### src/rtl/comet2_pkg.sv
// Shared types for the COMET II memory master: request ops, FSM states and the
// opcode-byte tables used to work out instruction length and legality.
package comet2_pkg;

  typedef enum logic [1:0] {
    OP_FETCH = 2'b00,
    OP_LOAD  = 2'b01,
    OP_STORE = 2'b10,
    OP_RSVD  = 2'b11
  } op_e;

  typedef enum logic [2:0] {
    ST_IDLE,
    ST_RD1,
    ST_RD2,
    ST_WR,
    ST_RESP
  } state_e;

  localparam logic [7:0] OPC_NOP  = 8'h00;
  localparam logic [7:0] OPC_LD   = 8'h10;
  localparam logic [7:0] OPC_JUMP = 8'h64;
  localparam logic [7:0] OPC_CALL = 8'h80;
  localparam logic [7:0] OPC_RET  = 8'h81;
  localparam logic [7:0] OPC_SVC  = 8'hF0;

  function automatic logic two_word(input logic [7:0] op8);
    case (op8)
      OPC_LD, 8'h11, 8'h12,
      8'h20, 8'h21, 8'h22, 8'h23,
      8'h30, 8'h31, 8'h32,
      8'h40, 8'h41,
      8'h50, 8'h51, 8'h52, 8'h53,
      8'h61, 8'h62, 8'h63, OPC_JUMP, 8'h65, 8'h66,
      8'h70, OPC_CALL, OPC_SVC: return 1'b1;
      default:                  return 1'b0;
    endcase
  endfunction

  function automatic logic legal(input logic [7:0] op8);
    case (op8)
      OPC_NOP, 8'h14,
      8'h24, 8'h25, 8'h26, 8'h27,
      8'h34, 8'h35, 8'h36,
      8'h44, 8'h45,
      8'h71, OPC_RET: return 1'b1;
      default:        return two_word(op8);
    endcase
  endfunction

endpackage

### src/rtl/comet2_mem_master_if.sv
// CPU request/response channel and RAM strobe bundle seen by the memory master.
interface comet2_mem_master_if;
  logic        cpu_req;
  logic        cpu_ready;
  logic [1:0]  cpu_op;
  logic [15:0] cpu_addr;
  logic [15:0] cpu_wdata;
  logic        resp_valid;
  logic [15:0] resp_word1;
  logic [15:0] resp_word2;
  logic        resp_len;
  logic        resp_illegal;
  logic        resp_err;
  logic        re;
  logic [15:0] raddr;
  logic [15:0] rdata;
  logic        we;
  logic [15:0] waddr;
  logic [15:0] wdata;

  modport master (
    input  cpu_req, cpu_op, cpu_addr, cpu_wdata, rdata,
    output cpu_ready, resp_valid, resp_word1, resp_word2, resp_len,
           resp_illegal, resp_err, re, raddr, we, waddr, wdata
  );

  modport slave (
    output cpu_req, cpu_op, cpu_addr, cpu_wdata, rdata,
    input  cpu_ready, resp_valid, resp_word1, resp_word2, resp_len,
           resp_illegal, resp_err, re, raddr, we, waddr, wdata
  );
endinterface

### src/rtl/comet2_mem_master_ilen_decode.sv
// Instruction-length / legality decode of a COMET II opcode byte.
module comet2_ilen_decode
  import comet2_pkg::*;
(
  input  logic [7:0] op8,
  output logic       is_two_word,
  output logic       is_legal
);
  assign is_two_word = two_word(op8);
  assign is_legal    = legal(op8);
endmodule

### src/rtl/comet2_mem_master.sv
// COMET II CPU-side bus initiator: turns FETCH/LOAD/STORE requests into RAM
// read/write strobes and returns a one-cycle registered response.
module comet2_mem_master
  import comet2_pkg::*;
#(
  parameter int unsigned MEM_WORDS = 256
)
(
  input logic                 mclk,
  input logic                 rst_n,
  comet2_mem_master_if.master bus
);

  state_e      state_q, state_d;
  op_e         op_q, op_d;
  logic [15:0] addr_q, addr_d, wdat_q, wdat_d, w1_q, w1_d, w2_q, w2_d;
  logic        err_q, err_d, len_q, len_d, ill_q, ill_d;
  logic        ready_q, re_q, we_q, rv_q, rlen_q, rill_q, rerr_q;
  logic [15:0] raddr_q, waddr_q, wdata_q, rw1_q, rw2_q;
  logic        is_two, is_legal;

  function automatic logic in_range(input logic [15:0] a);
    return {16'h0000, a} < MEM_WORDS;
  endfunction

  comet2_ilen_decode u_ilen (
    .op8         (bus.rdata[15:8]),
    .is_two_word (is_two),
    .is_legal    (is_legal)
  );

  // A rejected address still spends one slot in RD1 (strobes masked) so every
  // single-word transaction answers with the same latency.
  always_comb begin
    state_d = state_q;
    op_d    = op_q;
    addr_d  = addr_q;
    wdat_d  = wdat_q;
    w1_d    = w1_q;
    w2_d    = w2_q;
    err_d   = err_q;
    len_d   = len_q;
    ill_d   = ill_q;
    unique case (state_q)
      ST_IDLE: begin
        if (bus.cpu_req && ready_q) begin
          op_d   = (bus.cpu_op == OP_RSVD) ? OP_LOAD : op_e'(bus.cpu_op);
          addr_d = bus.cpu_addr;
          wdat_d = bus.cpu_wdata;
          w1_d   = '0;
          w2_d   = '0;
          len_d  = 1'b0;
          ill_d  = 1'b0;
          err_d  = !in_range(bus.cpu_addr);
          state_d = (op_d == OP_STORE && !err_d) ? ST_WR : ST_RD1;
        end
      end
      ST_RD1: begin
        state_d = ST_RESP;
        if (!err_q) begin
          w1_d = bus.rdata;
          if (op_q == OP_FETCH) begin
            ill_d = !is_legal;
            if (is_two) begin
              if (in_range(addr_q + 16'd1)) begin
                state_d = ST_RD2;
                len_d   = 1'b1;
              end else begin
                err_d = 1'b1;
              end
            end
          end
        end
      end
      ST_RD2: begin
        w2_d    = bus.rdata;
        state_d = ST_RESP;
      end
      ST_WR:   state_d = ST_RESP;
      ST_RESP: state_d = ST_IDLE;
      default: state_d = ST_IDLE;
    endcase
  end

  always_ff @(posedge mclk) begin
    if (!rst_n) begin
      state_q <= ST_IDLE;
      op_q    <= OP_FETCH;
      addr_q  <= '0;
      wdat_q  <= '0;
      w1_q    <= '0;
      w2_q    <= '0;
      err_q   <= 1'b0;
      len_q   <= 1'b0;
      ill_q   <= 1'b0;
      ready_q <= 1'b1;
      re_q    <= 1'b0;
      raddr_q <= '0;
      we_q    <= 1'b0;
      waddr_q <= '0;
      wdata_q <= '0;
      rv_q    <= 1'b0;
      rw1_q   <= '0;
      rw2_q   <= '0;
      rlen_q  <= 1'b0;
      rill_q  <= 1'b0;
      rerr_q  <= 1'b0;
    end else begin
      state_q <= state_d;
      op_q    <= op_d;
      addr_q  <= addr_d;
      wdat_q  <= wdat_d;
      w1_q    <= w1_d;
      w2_q    <= w2_d;
      err_q   <= err_d;
      len_q   <= len_d;
      ill_q   <= ill_d;
      // Outputs are registered from the next state so they line up with it.
      ready_q <= (state_d == ST_IDLE);
      re_q    <= (state_d == ST_RD1 && !err_d) || (state_d == ST_RD2);
      raddr_q <= (state_d == ST_RD2) ? addr_d + 16'd1 :
                 (state_d == ST_RD1 && !err_d) ? addr_d : 16'h0000;
      we_q    <= (state_d == ST_WR);
      waddr_q <= (state_d == ST_WR) ? addr_d : 16'h0000;
      wdata_q <= (state_d == ST_WR) ? wdat_d : 16'h0000;
      rv_q    <= (state_d == ST_RESP);
      rw1_q   <= (state_d == ST_RESP) ? w1_d : 16'h0000;
      rw2_q   <= (state_d == ST_RESP) ? w2_d : 16'h0000;
      rlen_q  <= (state_d == ST_RESP) && len_d;
      rill_q  <= (state_d == ST_RESP) && ill_d;
      rerr_q  <= (state_d == ST_RESP) && err_d;
    end
  end

  assign bus.cpu_ready    = ready_q;
  assign bus.re           = re_q;
  assign bus.raddr        = raddr_q;
  assign bus.we           = we_q;
  assign bus.waddr        = waddr_q;
  assign bus.wdata        = wdata_q;
  assign bus.resp_valid   = rv_q;
  assign bus.resp_word1   = rw1_q;
  assign bus.resp_word2   = rw2_q;
  assign bus.resp_len     = rlen_q;
  assign bus.resp_illegal = rill_q;
  assign bus.resp_err     = rerr_q;

endmodule

### src/flat_wrapper.sv
// flat-port wrapper written by rule: the top's interface ports become plain ports
module comet2_mem_master_flat import comet2_pkg::*;
#(
  parameter int unsigned MEM_WORDS = 256
)
  (mclk, rst_n, bus_cpu_req, bus_cpu_op, bus_cpu_addr, bus_cpu_wdata, bus_rdata, bus_cpu_ready, bus_resp_valid, bus_resp_word1, bus_resp_word2, bus_resp_len, bus_resp_illegal, bus_resp_err, bus_re, bus_raddr, bus_we, bus_waddr, bus_wdata);
  comet2_mem_master_if bus_i ();
  input logic mclk;
  input logic rst_n;
  input wire logic [$bits(bus_i.cpu_req)-1:0] bus_cpu_req;
  input wire logic [$bits(bus_i.cpu_op)-1:0] bus_cpu_op;
  input wire logic [$bits(bus_i.cpu_addr)-1:0] bus_cpu_addr;
  input wire logic [$bits(bus_i.cpu_wdata)-1:0] bus_cpu_wdata;
  input wire logic [$bits(bus_i.rdata)-1:0] bus_rdata;
  output wire logic [$bits(bus_i.cpu_ready)-1:0] bus_cpu_ready;
  output wire logic [$bits(bus_i.resp_valid)-1:0] bus_resp_valid;
  output wire logic [$bits(bus_i.resp_word1)-1:0] bus_resp_word1;
  output wire logic [$bits(bus_i.resp_word2)-1:0] bus_resp_word2;
  output wire logic [$bits(bus_i.resp_len)-1:0] bus_resp_len;
  output wire logic [$bits(bus_i.resp_illegal)-1:0] bus_resp_illegal;
  output wire logic [$bits(bus_i.resp_err)-1:0] bus_resp_err;
  output wire logic [$bits(bus_i.re)-1:0] bus_re;
  output wire logic [$bits(bus_i.raddr)-1:0] bus_raddr;
  output wire logic [$bits(bus_i.we)-1:0] bus_we;
  output wire logic [$bits(bus_i.waddr)-1:0] bus_waddr;
  output wire logic [$bits(bus_i.wdata)-1:0] bus_wdata;
  assign bus_i.cpu_req = bus_cpu_req;
  assign bus_i.cpu_op = bus_cpu_op;
  assign bus_i.cpu_addr = bus_cpu_addr;
  assign bus_i.cpu_wdata = bus_cpu_wdata;
  assign bus_i.rdata = bus_rdata;
  assign bus_cpu_ready = bus_i.cpu_ready;
  assign bus_resp_valid = bus_i.resp_valid;
  assign bus_resp_word1 = bus_i.resp_word1;
  assign bus_resp_word2 = bus_i.resp_word2;
  assign bus_resp_len = bus_i.resp_len;
  assign bus_resp_illegal = bus_i.resp_illegal;
  assign bus_resp_err = bus_i.resp_err;
  assign bus_re = bus_i.re;
  assign bus_raddr = bus_i.raddr;
  assign bus_we = bus_i.we;
  assign bus_waddr = bus_i.waddr;
  assign bus_wdata = bus_i.wdata;
  comet2_mem_master #(.MEM_WORDS(MEM_WORDS)) u_core (.mclk(mclk), .rst_n(rst_n), .bus(bus_i));
endmodule
### config.mk
export PLATFORM = sky130hd
export DESIGN_NAME = comet2_mem_master_flat
export DESIGN_NICKNAME = d
export VERILOG_FILES = /design/src/rtl/comet2_pkg.sv /design/src/rtl/comet2_mem_master_if.sv /design/src/rtl/comet2_mem_master_ilen_decode.sv /design/src/rtl/comet2_mem_master.sv /design/src/flat_wrapper.sv
export SDC_FILE = /design/constraint.sdc
export NUM_CORES = 1
export LEC_CHECK = 0
export CELL_PAD_IN_SITES_DETAIL_PLACEMENT = 2
export CELL_PAD_IN_SITES_GLOBAL_PLACEMENT = 2
export CORE_MARGIN = 4
export CORE_UTILIZATION = 28
export DETAILED_ROUTE_END_ITERATION = 7
export PLACE_DENSITY = 0.88
export SLEW_MARGIN = 10
export SYNTH_ARGS = -nofsm -noshare
export SYNTH_HDL_FRONTEND = slang
export SYNTH_SLANG_ARGS = --single-unit
### constraint.sdc
create_clock -name mclk -period 3.9 [get_ports mclk]
set_clock_uncertainty 0.2 [all_clocks]
set_input_delay 0.78 -clock mclk [delete_from_list [all_inputs] [get_ports mclk]]
set_output_delay 0.78 -clock mclk [all_outputs]
set_load 0.02 [all_outputs]
==> run metrics <==
synthesis-to-layout area growth=45.0%; P_sw=about 0.84 mW; Combinational Power Share=a little over 9%; largest net degree at the start of global routing=38; Crit Path Category=primary input to flip-flop; status=completed; worst-skew pair later-pin latency=410 ps; Crit path required time=roughly 4000 ps; DIE HEIGHT=between 100 and 150 um; Final Max Slew Viols=0; async set or reset register ratio after synthesis=0%; TNS Setup=0 ps; Switching Fraction=roughly a quarter; GPL Wtd Cong=0.866; Rows=48; PortBufs=roughly 140; CTS tree=yes; commonest cells in the netlist=dfxtp_1, nor2_1, nand2_1; final number of hold-violating endpoints=0; Cell Int Power=approximately 2.7 mW; final setup vio count=0; crit path DAT=~3400 ps; gr usage total=16.9%; die width=143 um; number of flops mapped to enable cells by yosys=0; FILL cells=approximately 1900; top cell type's share of synthesized area=between 50% and 60%; Final nets=a little over 700; synthesized area=5070 sq um; crit path time final=3290 ps; Die ar.=a little over 20000 sq um; initial antenna violation count=0; vias in the first global route=between 4000 and 5000; # hold bufs at CTS=0; core box area=between 15000 and 20000 sq um; max-cap viol count=0; YS warnings=0; Post-DRT Antenna Nets=0; Cell variety after synth=64; cell taking the most area after synthesis=dfxtp_1; register bit total from synthesis=around 140; PostCTS Resize Cnt=0; Num Clock Sinks=approximately 140; 1st-iter DRT viols=between 100 and 150; final wirelength=around 17000 um; H-tree depth=4; Via density=4.77; maximum fanout along the worst path=14; FF-to-FF setup slack=1120 ps; Routed WL per cell=about 19 um; cell with the most instances after synthesis=dfxtp_1; sequential fraction of the synthesis area=between 50 and 60%; Cells after Synth=~520; post-CTS setup buffer count=0; Root Buffer=clkbuf_16; Ant. Diodes=0; initial core utilization=between 20 and 30%; Max IR drop VDD=335 uV; fin crit share=~84%; total gr overflow=0; clock group share of total power=roughly half; Residual DRC=0; min-delay worst type=flip-flop to flip-flop; top post-synthesis cells by area=dfxtp_1, nor2_1, a21oi_1; Leak=about 2.7 nW; share of post-route cells with drive strength above 1=9.78%; first-pass GRT wire length=between 20000 and 30000 um; Ports=between 100 and 150; placed cells=around 870; Avg Inst Size Synth=approximately 9.8 sq um; sequential power share=42.3%; RSZ-0062 raised after global routing=false; measured slew at the worst slew-check pin=886 ps; CP Capture Type=flip-flop; Final Non-Filler Cells=900; clock-pin transition on the worst setup and hold timing paths=around 60 ps; vias post-DR=between 4000 and 5000; CTS buffer count=17; 1st-pass router iterations=4; Power Density=between 400 and 500 nW/um^2; clk buf depth=2; highest clock rate=around 0.30 GHz; dpl hpwl=~12000 um; Worst slew margin=around two fifths; crit path launch type=primary input; Most used DFF post-synth=dfxtp_1
## worst paths after layout
| check | to | depth (start not counted) | from |
|---|---|---|---|
| max | u_core.bus.raddr[14] | 7 | bus_rdata[13] |
| min reg2reg | u_core.len_q | 2 | u_core.len_q |
| min | u_core.len_q | 2 | u_core.len_q |
| max reg2reg | u_core.bus.raddr[4] | 9 | u_core.state_q[1] |
## worst max-delay path, stage by stage
cell and delay, ps:
clkdlybuf4s50_1 660, nor4b_1 390, o21ai_0 220, a211oi_4 490, nor2_4 140, o21a_1 400, nor3_1 300
## cells by family (layout without fill, tap and decap cells)
| family | Yosys count | after routing | synth area share (%) |
|---|---|---|---|
| multiplexers | 12 | 12 | 2.47 |
| adder cells (fa/ha/maj) | 1 | 1 | 0.247 |
| XOR/XNOR | 3 | 3 | 0.519 |
| other | 1 | 12 | 0.0740 |
| AND/OR/NAND/NOR | 237 | 237 | 25.1 |
| flip-flops | 143 | 143 | 56.5 |
| buffers and inverters | 45 | 190 | 4.17 |
| AO/OA/AOI/OAI | 77 | 77 | 10.9 |
## final cells by class
class	count	area [sq um]	share of cell area, %
flip-flops and latches	143	2860	39.0
multi-input cells	342	2040	27.8
repair buffers	152	1500	20.4
clock buffers	21	460	6.27
well taps	225	282	3.83
clock inverters	11	179	2.44
inverters	6	22.5	0.307
## state kept, by name, summed over array words and instances, names as in the netlist
name	count
u_core.addr_q	16
u_core.bus.cpu_ready	1
u_core.bus.raddr	16
u_core.bus.re	1
u_core.bus.resp_err	1
u_core.bus.resp_illegal	1
u_core.bus.resp_len	1
u_core.bus.resp_valid	1
u_core.bus.resp_word1	16
u_core.bus.resp_word2	16
u_core.bus.waddr	16
u_core.bus.wdata	16
u_core.bus.we	1
u_core.err_q	1
u_core.ill_q	1
u_core.len_q	1
u_core.op_q	2
u_core.state_q	3
u_core.w1_q	16
u_core.w2_q	16
## per-stage QoR
| stage | worst slack [ps] | total power [mW] | utilization [%] | instance area [sq um] | hold slack (ps) |
|---|---|---|---|---|---|
| detailed placement | 295 | 1.88 | 38.2 | 6710 | 253 |
| finish | 612 | 3.59 | 41.9 | 7350 | 260 |
| global placement | 485 | 1.86 | 38.2 | 6710 | 258 |
| global route | 407 | 3.74 | 41.9 | 7350 | 295 |
| CTS | 660 | 3.63 | 41.9 | 7350 | 261 |
| floorplan | 819 | 1.72 | - | 5110 | 234 |
## per-layer routing
metal	wire length, um	global-route usage, %	up-vias
met5	0	0	-
met4	198	4.95	0
met3	738	4.17	15
met2	8960	30.8	94
met1	7130	19.5	2122
li1	-	-	2063
## cells in the final DEF, fill, tap and decap left out, drive strengths merged, types with 4 or more instances in the layout
| cell | instances |
|---|---|
| a22oi | 16 |
| nand4 | 7 |
| dfxtp | 143 |
| clkbuf | 21 |
| nor2 | 48 |
| nor3 | 30 |
| mux2i | 11 |
| and2 | 27 |
| inv | 8 |
| nand2 | 41 |
| nor2b | 23 |
| nand3 | 25 |
| a21oi | 32 |
| clkdlybuf4s50 | 139 |
| conb | 12 |
| o21ai | 6 |
| nand2b | 5 |
| bufinv | 4 |
| nor4 | 10 |
| nor4b | 4 |
| buf | 13 |
## power by group through the flow
stage / clock, mW / combinational, mW / sequential [mW]
2_1_floorplan: 0 / 0.168 / 1.56
3_3_place_gp: 0 / 0.316 / 1.55
3_5_place_dp: 0 / 0.329 / 1.55
4_1_cts: 1.78 / 0.335 / 1.52
5_1_grt: 1.86 / 0.361 / 1.52
6_report: 1.74 / 0.332 / 1.52
No activity file was read; power rests on OpenSTA's default activity.
